===== src/rtl/ldm_stm_sequencer.sv =====
`default_nettype none
// ============================================================================
// ldm_stm_sequencer: beat-by-beat address/register sequencer for LDM/STM
// Revision: 1.0
// ============================================================================
module ldm_stm_sequencer #(
  parameter int ADDR_W     = 32,
  parameter int WORD_BYTES = 4
) (
  input  logic              clk,
  input  logic              reset,
  input  logic              start,
  input  logic [15:0]       reglist,
  input  logic [ADDR_W-1:0] base,
  input  logic              p_bit,
  input  logic              u_bit,
  input  logic              ready,
  output logic              busy,
  output logic              valid,
  output logic [3:0]        regnum,
  output logic [ADDR_W-1:0] addr,
  output logic              last,
  output logic              done,
  output logic [ADDR_W-1:0] wb_addr
);

  typedef enum logic [1:0] {
    IDLE = 2'd0,
    RUN  = 2'd1,
    DONE = 2'd2
  } state_t;

  localparam logic [ADDR_W-1:0] STRIDE = ADDR_W'(WORD_BYTES);

  function automatic logic [3:0] lowest_idx(input logic [15:0] m);
    lowest_idx = 4'd0;
    for (int i = 15; i >= 0; i--) begin
      if (m[i]) lowest_idx = 4'(i);
    end
  endfunction

  function automatic logic [4:0] popcnt(input logic [15:0] m);
    popcnt = 5'd0;
    for (int i = 0; i < 16; i++) begin
      popcnt = popcnt + {4'd0, m[i]};
    end
  endfunction

  state_t              state_q, state_d;
  logic [15:0]         mask_q, mask_d;
  logic [ADDR_W-1:0]   addr_q, addr_d;
  logic [ADDR_W-1:0]   wb_q, wb_d;
  logic [3:0]          regnum_q, regnum_d;
  logic                valid_q, valid_d;
  logic                busy_q, busy_d;
  logic                last_q, last_d;
  logic                done_q, done_d;

  logic [4:0]          n_w;
  logic [ADDR_W-1:0]   span_w;
  logic [15:0]         rem_w;

  always_comb begin
    n_w      = popcnt(reglist);
    span_w   = ADDR_W'(n_w) * STRIDE;
    rem_w    = mask_q & ~(16'd1 << regnum_q);
    state_d  = state_q;
    mask_d   = mask_q;
    addr_d   = addr_q;
    wb_d     = wb_q;
    regnum_d = regnum_q;
    valid_d  = valid_q;
    busy_d   = busy_q;
    last_d   = last_q;
    done_d   = 1'b0;

    case (state_q)
      IDLE: begin
        if (start) begin
          mask_d = reglist;
          busy_d = 1'b1;
          case ({p_bit, u_bit})
            2'b01:   addr_d = base;
            2'b11:   addr_d = base + STRIDE;
            2'b00:   addr_d = base - span_w + STRIDE;
            default: addr_d = base - span_w;
          endcase
          wb_d = u_bit ? (base + span_w) : (base - span_w);
          if (reglist != 16'd0) begin
            state_d  = RUN;
            valid_d  = 1'b1;
            regnum_d = lowest_idx(reglist);
            last_d   = (n_w == 5'd1);
          end else begin
            state_d = DONE;
            done_d  = 1'b1;
          end
        end
      end
      RUN: begin
        if (ready) begin
          mask_d = rem_w;
          if (rem_w == 16'd0) begin
            state_d = DONE;
            valid_d = 1'b0;
            last_d  = 1'b0;
            done_d  = 1'b1;
          end else begin
            regnum_d = lowest_idx(rem_w);
            addr_d   = addr_q + STRIDE;
            // one bit left after clearing means the next beat is the final one
            last_d   = ((rem_w & (rem_w - 16'd1)) == 16'd0);
          end
        end
      end
      DONE: begin
        state_d = IDLE;
        busy_d  = 1'b0;
      end
      default: begin
        state_d = IDLE;
        valid_d = 1'b0;
        busy_d  = 1'b0;
        last_d  = 1'b0;
      end
    endcase
  end

  always_ff @(posedge clk) begin
    if (reset) begin
      state_q  <= IDLE;
      mask_q   <= 16'd0;
      addr_q   <= '0;
      wb_q     <= '0;
      regnum_q <= 4'd0;
      valid_q  <= 1'b0;
      busy_q   <= 1'b0;
      last_q   <= 1'b0;
      done_q   <= 1'b0;
    end else begin
      state_q  <= state_d;
      mask_q   <= mask_d;
      addr_q   <= addr_d;
      wb_q     <= wb_d;
      regnum_q <= regnum_d;
      valid_q  <= valid_d;
      busy_q   <= busy_d;
      last_q   <= last_d;
      done_q   <= done_d;
    end
  end

  assign busy    = busy_q;
  assign valid   = valid_q;
  assign regnum  = regnum_q;
  assign addr    = addr_q;
  assign last    = last_q;
  assign done    = done_q;
  assign wb_addr = wb_q;

endmodule
`default_nettype wire


===== config.mk =====
export PLATFORM = sky130hd
export DESIGN_NAME = ldm_stm_sequencer
export DESIGN_NICKNAME = d
export VERILOG_FILES = /design/src/rtl/ldm_stm_sequencer.sv
export SDC_FILE = /design/constraint.sdc
export NUM_CORES = 1
export LEC_CHECK = 0
export ABC_AREA = 1
export BUFFER_PORTS_ARGS = -buffer_cell sky130_fd_sc_hd__buf_4
export CORE_ASPECT_RATIO = 0.8
export CORE_MARGIN = 4
export CORE_UTILIZATION = 54
export DETAILED_ROUTE_END_ITERATION = 8
export PLACE_DENSITY = 0.78
export SETUP_SLACK_MARGIN = 0.05
export SLEW_MARGIN = 20
export SYNTH_ARGS = -nofsm -noshare
export SYNTH_HDL_FRONTEND = slang
export SYNTH_SLANG_ARGS = --single-unit
export TNS_END_PERCENT = 50

===== constraint.sdc =====
create_clock -name clk -period 6.3 [get_ports clk]
set_input_delay 1.26 -clock clk [delete_from_list [all_inputs] [get_ports clk]]
set_output_delay 1.26 -clock clk [all_outputs]
set_load 0.01 [all_outputs]

=== Word level (Yosys, flattened, before mapping) ===
Index checks and enable logic that the tools add are counted.

* Bitwise logic cells: 5
* Mux-type cells: 68
* Shift-type cells: 1
* Add/sub/neg operators: 21
* Reductions and logical operators: 14
* Eq/ne operators: 10

{| class="wikitable"
|+ Operators by type and width
! cell !! number
|-
| $mux 4 || 36
|-
| $mux 32 || 4
|-
| $add 32x3->32 const B || 3
|-
| $pmux 32 s3 || 1
|-
| $pmux 32 s2 || 1
|-
| $add 5x1->5 || 11
|-
| $add 32x7->32 || 1
|-
| $and 16x16->16 || 2
|-
| $logic_not 16->1 || 2
|-
| $mux 16 || 2
|-
| $pmux 16 s2 || 1
|-
| $sub 32x7->32 || 1
|-
| $not 16->16 || 1
|-
| $reduce_bool 16->1 || 1
|-
| $shl 1x4->16 const A || 1
|-
| $sub 16x1->16 const B || 1
|-
| $mux 1 || 13
|-
| $ne 2x2->1 const B || 5
|-
| $reduce_and 5->1 || 2
|-
| $mux 2 || 4
|-
| $pmux 4 s2 || 1
|-
| $reduce_and 4->1 || 2
|-
| $pmux 1 s3 || 2
|-
| $reduce_and 3->1 || 2
|-
| 13 further kinds || 19
|}

* Output and inout port bits: 72
* Register bits: 90
* Logic and storage cells: 128

=== Logic depth before layout (Yosys ltp) ===
* Depth in word-level cells: 22
* Gate-level depth with buffers: 34
* Depth with buffers taken out: 33

=== Worst setup path after synthesis ===
Ideal clock, no wire load.

* Path type: input -> register
* From: in reglist[1]
* To: reg addr_q[22] (netlist: addr[22])
* Required time: 6.180 ns
* Setup slack: 0.058 ns
* Cell stages on the path: 26
* Library setup time: 0.120 ns
* Arrival time: 6.123 ns
* Cell sequence: inv_1 fa_1 fa_1 fa_1 fa_1 inv_1 ha_1 inv_1 fa_1 fa_1 nand2_1 nand2_1 ha_1 inv_1 a21oi_2 nand3_1 nor2_2 nand3_2 nor2_4 nand3_2 nor2_4 nand2_1 nand2_1 nor2_1 o21bai_1 a21oi_1

* Word-level cells in the longest chain between the ends: 20

{| class="wikitable"
|+ RTL lines
! what !! line !! text
|-
| from (decl) || 13 || <nowiki>input logic [15:0] reglist,</nowiki>
|-
| $add 1x1->2 * || 45 || <nowiki>popcnt = popcnt + {4'd0, m[i]};</nowiki>
|-
| $add 2x1->3 * || 45 ||
|-
| $add 3x1->4 * || 45 ||
|-
| $add 4x1->5 * || 45 ||
|-
| $add 5x1->5 * (11 in a row) || 45 ||
|-
| $sub 32x7->32 * || 85, 86 ||
|-
| $add 32x3->32 || 85 || <nowiki>2'b00: addr_d = base - span_w + STRIDE;</nowiki>
|-
| $pmux 32 s3 * || 82 || <nowiki>case ({p_bit, u_bit})</nowiki>
|-
| $mux 32 * || 79 || <nowiki>if (start) begin</nowiki>
|-
| $pmux 32 s2 * || 77 || <nowiki>case (state_q)</nowiki>
|-
| to (signal assigned) || 143 || <nowiki>addr_q <= addr_d;</nowiki>
|-
| to (decl) || 51 || <nowiki>logic [ADDR_W-1:0] addr_q, addr_d;</nowiki>
|}

Every way passes the cells marked *; elsewhere a longest branch is shown, timed or not. The select of a mux whose other input is x is not followed.
A chain may end at the register's enable or synchronous reset.

=== Worst setup path in the final report ===
* From: in reglist[11]
* To: reg addr_q[19] (netlist: addr[19])

* Word-level cells in the longest chain between the ends: 10

{| class="wikitable"
|+ RTL lines
! what !! line
|-
| $add 5x1->5 * (5 in a row) || 45
|-
| $sub 32x7->32 * || 85, 86
|-
| $add 32x3->32 || 85
|-
| $pmux 32 s3 * || 82
|-
| $mux 32 * || 79
|-
| $pmux 32 s2 * || 77
|}

Marked as above.

==> flow_summary_export.csv <==
group,metric,value,unit
logic_synthesis,synth_edf_count,0,
power,leakage,5.86,nW
layout,post_route_design_area,0.0125,mm^2
logic_synthesis,yosysMostFrequentCell,"nand2_1",
worst_setup_path,timing.critical_path.from_type,"primary input",
global_route,grt_pass1_vias,10500,
detailed_routing,post_drt_via_cell_ratio,5.84,
logic_synthesis,synth.top_cell.area_share,18.9,%
layout,finalCoreUtilization,72.0,%
layout,stdcell_count,2087,
placed_design,port_buffers,125,
clock_network,cts_made_buffers,9,
worst_setup_path,worstReg2RegStart,"state_q[0]$_SDFFE_PP0P_",
run_status,violated_checks,"negative setup slack",
logic_synthesis,synth_sequential_area_ratio,18.9,%
clock_network,numClockSinks,90,
timing,timing.final.ws_setup,-0.0825,ns
worst_setup_path,critPathArrivalTime,6.60,ns
logic_synthesis,netlist_instances,1640,
logic_synthesis,ys_seq_elements,90,
logic_synthesis,synth_flop_cell,"dfxtp_1",
layout,antenna_cells,0,
global_route,track_usage,35.1,%
clock_network,cts.clk_slew.worst_paths,0.08,ns
logic_synthesis,commonest_cells_post_synth,"nand2_1 (407), inv_1 (194), nor2_1 (144), nand3_1 (142), a21oi_1 (141)",
floorplan,initial_utilization,55.0,%
hold_path,hold_path_class,"flop to flop",
layout,synth_to_final_area_change,30.7,%
clock_network,cts_htree_levels,3,
clock_network,cts_tree,"built",
worst_setup_path,crit_fanout,5,
global_route,grt_first_pass_wirelength,56.0,mm
logic_synthesis,post_syn_area,0.00954,mm^2
worst_setup_path,r2r_slack,2.38,ns
detailed_routing,drc_errors,0,
floorplan,core_area,0.0173,mm^2
detailed_routing,drt_iter0_markers,1494,
floorplan,io_pins,126,
detailed_routing,vias,12200,
logic_synthesis,synth_nets,1728,
global_route,initial_antenna_violation_count,0,
timing,final_period_minus_worst_setup_slack,6.38,ns
placed_design,finalWeightedCongestion,0.987,
logic_synthesis,netlist-cell-type-count,53,
timing,post-route-period-util,101,%
detailed_routing,routed_wirelength,36.8,mm
clock_network,root_buffer,"clkbuf_16",
global_route,remaining_global_route_overflow,0,
timing,timing.final.max_slew_violations,0,
placed_design,dp.final_hpwl,27.6,mm
power,irDropWorstVdd,0.000276,V
clock_network,maximum_buffer_depth_of_the_clock_tree,2,
layout,layout.filler_cells,1511,
timing,worst_slew_pin_slew,1.04,ns
floorplan,fp-row-count,43,
timing,final-hold-violation-count,0,
clock_network,worstSkewPairLatency,0.36,ns
logic_synthesis,synth_top_cell_by_area,"dfxtp_1",
floorplan,die_area,0.0199,mm^2
hold_path,worst_hold_startpoint,"wb_addr[1]$_SDFFE_PP0P_",
timing,skew,0.0103,ns
timing,timing.final.setup_violations,6,
timing,max_clock_freq,157,MHz
worst_setup_path,worst-setup-path-type,"primary input to flop",
logic_synthesis,synth-warning-count,0,
placed_design,place_inst,2040,
worst_setup_path,worst-endpoint-required,6.52,ns
logic_synthesis,synth_top_cells_by_area,"dfxtp_1 (19%), nand2_1 (16%), inv_1 (7.6%)",
job,cap_violations,0,
detailed_routing,final_antenna_net_count,0,
timing,unrepaired_setup_endpoints_after_global_routing,"true",
power,powerDensity,303,mW/mm^2
placed_design,placedInstanceArea,0.0114,mm^2
detailed_routing,wl_per_cell,17.6,um
run_status,status,"finished, violations left",
worst_setup_path,worstSetupEndpointType,"flop",
global_route,largest_net_degree_at_the_start_of_global_routing,67,
worst_setup_path,cp-startpoint,"reglist[11]",
floorplan,die_height,127,um
detailed_routing,dr.pass1.iters,8,
layout,final_nets,1945,
layout,final_layout_size_suffix_gt1_share,26.9,%
logic_synthesis,synthArstFlopShare,0,%
floorplan,die_width,157,um
timing,slew_headroom,30.1,%
logic_synthesis,syn-mean-instance-area,5.82,um^2
==> routing by layer <==
metal  global-route usage (%)  routed length (um)
met1                     54.8               16500
met2                     48.3               14900
met3                     8.73                4840
met4                     6.63                 605
met5                        0                   0
==> area by class of cell <==
type,instances,area (um^2),area share (%)
flip-flops and latches,90,1800,14.5
repair buffers,280,2160,17.3
clock inverters,7,71.3,0.572
inverters,213,816,6.54
well taps,225,282,2.26
multi-input cells,1263,7110,57.1
clock buffers,9,225,1.81
==> through the flow <==
| step | hold slack, ns | TNS [ns] | setup slack (ns) | power [W] |
|---|---|---|---|---|
| floorplan | 0.468 | 0 | 0.0578 | 0.00196 |
| global placement | 0.450 | -11.08 | -0.560 | 0.00276 |
| detailed placement | 0.455 | -14.40 | -0.641 | 0.00279 |
| CTS | 0.466 | 0 | 0.0561 | 0.00350 |
| global route | 0.486 | -4.41 | -0.293 | 0.00402 |
| finish | 0.464 | -0.202 | -0.0825 | 0.00378 |
==> worst paths after layout <==
path	endpoint	cells past startpoint
worst min-delay path	wb_addr[1]$_SDFFE_PP0P_	2
worst max register to register	regnum[1]$_SDFFE_PP0P_	14
worst min register to register	wb_addr[1]$_SDFFE_PP0P_	2
worst max-delay path	addr[19]$_SDFFE_PP0P_	25
==> cell families after synthesis <==
| group | share of synthesized area [%] |
|---|---|
| and+or+nand+nor | 39.9 |
| AOI/OAI and AO/OA | 21.9 |
| buffers and inverters | 12.0 |
| DFF | 18.9 |
| adders and majority gates | 5.41 |
| xor gates and xnor gates | 1.93 |
==> where the power goes <==
part | internal, W | switching, W
sequential | 0.000659 | 0.0000969
clock | 0.000279 | 0.000274
combinational | 0.00104 | 0.00143
total | 0.00198 | 0.00180
==> layout by cell type (no fill, tap or decap), types with 6 or more instances in the layout <==
cell,n
o22ai_1,15
o21ai_0,119
o211ai_1,39
nand2_4,9
xor2_1,19
o21ai_1,15
inv_2,29
dfxtp_1,90
a21oi_1,131
inv_4,6
nor4_1,9
fa_1,8
buf_4,269
nand3_1,131
nand3_4,8
nor2_1,122
nand4_1,32
nand3b_1,6
nor3_1,17
buf_6,9
nor2_4,23
nor2_2,32
inv_1,175
nand3_2,13
ha_4,6
nand2_1,379
a21oi_2,11
ha_1,15
a31oi_1,10
clkbuf_16,9
nand2_2,39
==> repair_timing <==
action                     CTS  global route
hold buffers                 0             0
gates cloned                 0             1
setup endpoints to repair   21            38
setup buffers                9            21
resized for setup           38           120
pin swaps                   32            87
==> sequential cells by signal, indices dropped and copies added, names as in the netlist <==
register  flops
addr         32
busy          1
done          1
last          1
mask_q       16
regnum        4
state_q       2
valid         1
wb_addr      32
==> critical path: stages <==
cell      delay (ns)
buf_4           0.09
inv_2           0.04
fa_1            0.49
fa_1            0.55
fa_2            0.46
fa_2            0.58
inv_2           0.04
ha_4            0.15
inv_2           0.05
fa_2            0.50
fa_2            0.58
nand2_1         0.05
nand2_1         0.10
nand2_1         0.08
a21oi_2         0.17
nand3_2         0.14
nor2_4          0.14
nand3_4         0.10
nor2_4          0.20
nand3_4         0.15
buf_4           0.17
nor2_1          0.08
nor2_1          0.05
o21bai_1        0.26
a31oi_1         0.12
(Power assumes the default switching activity.)
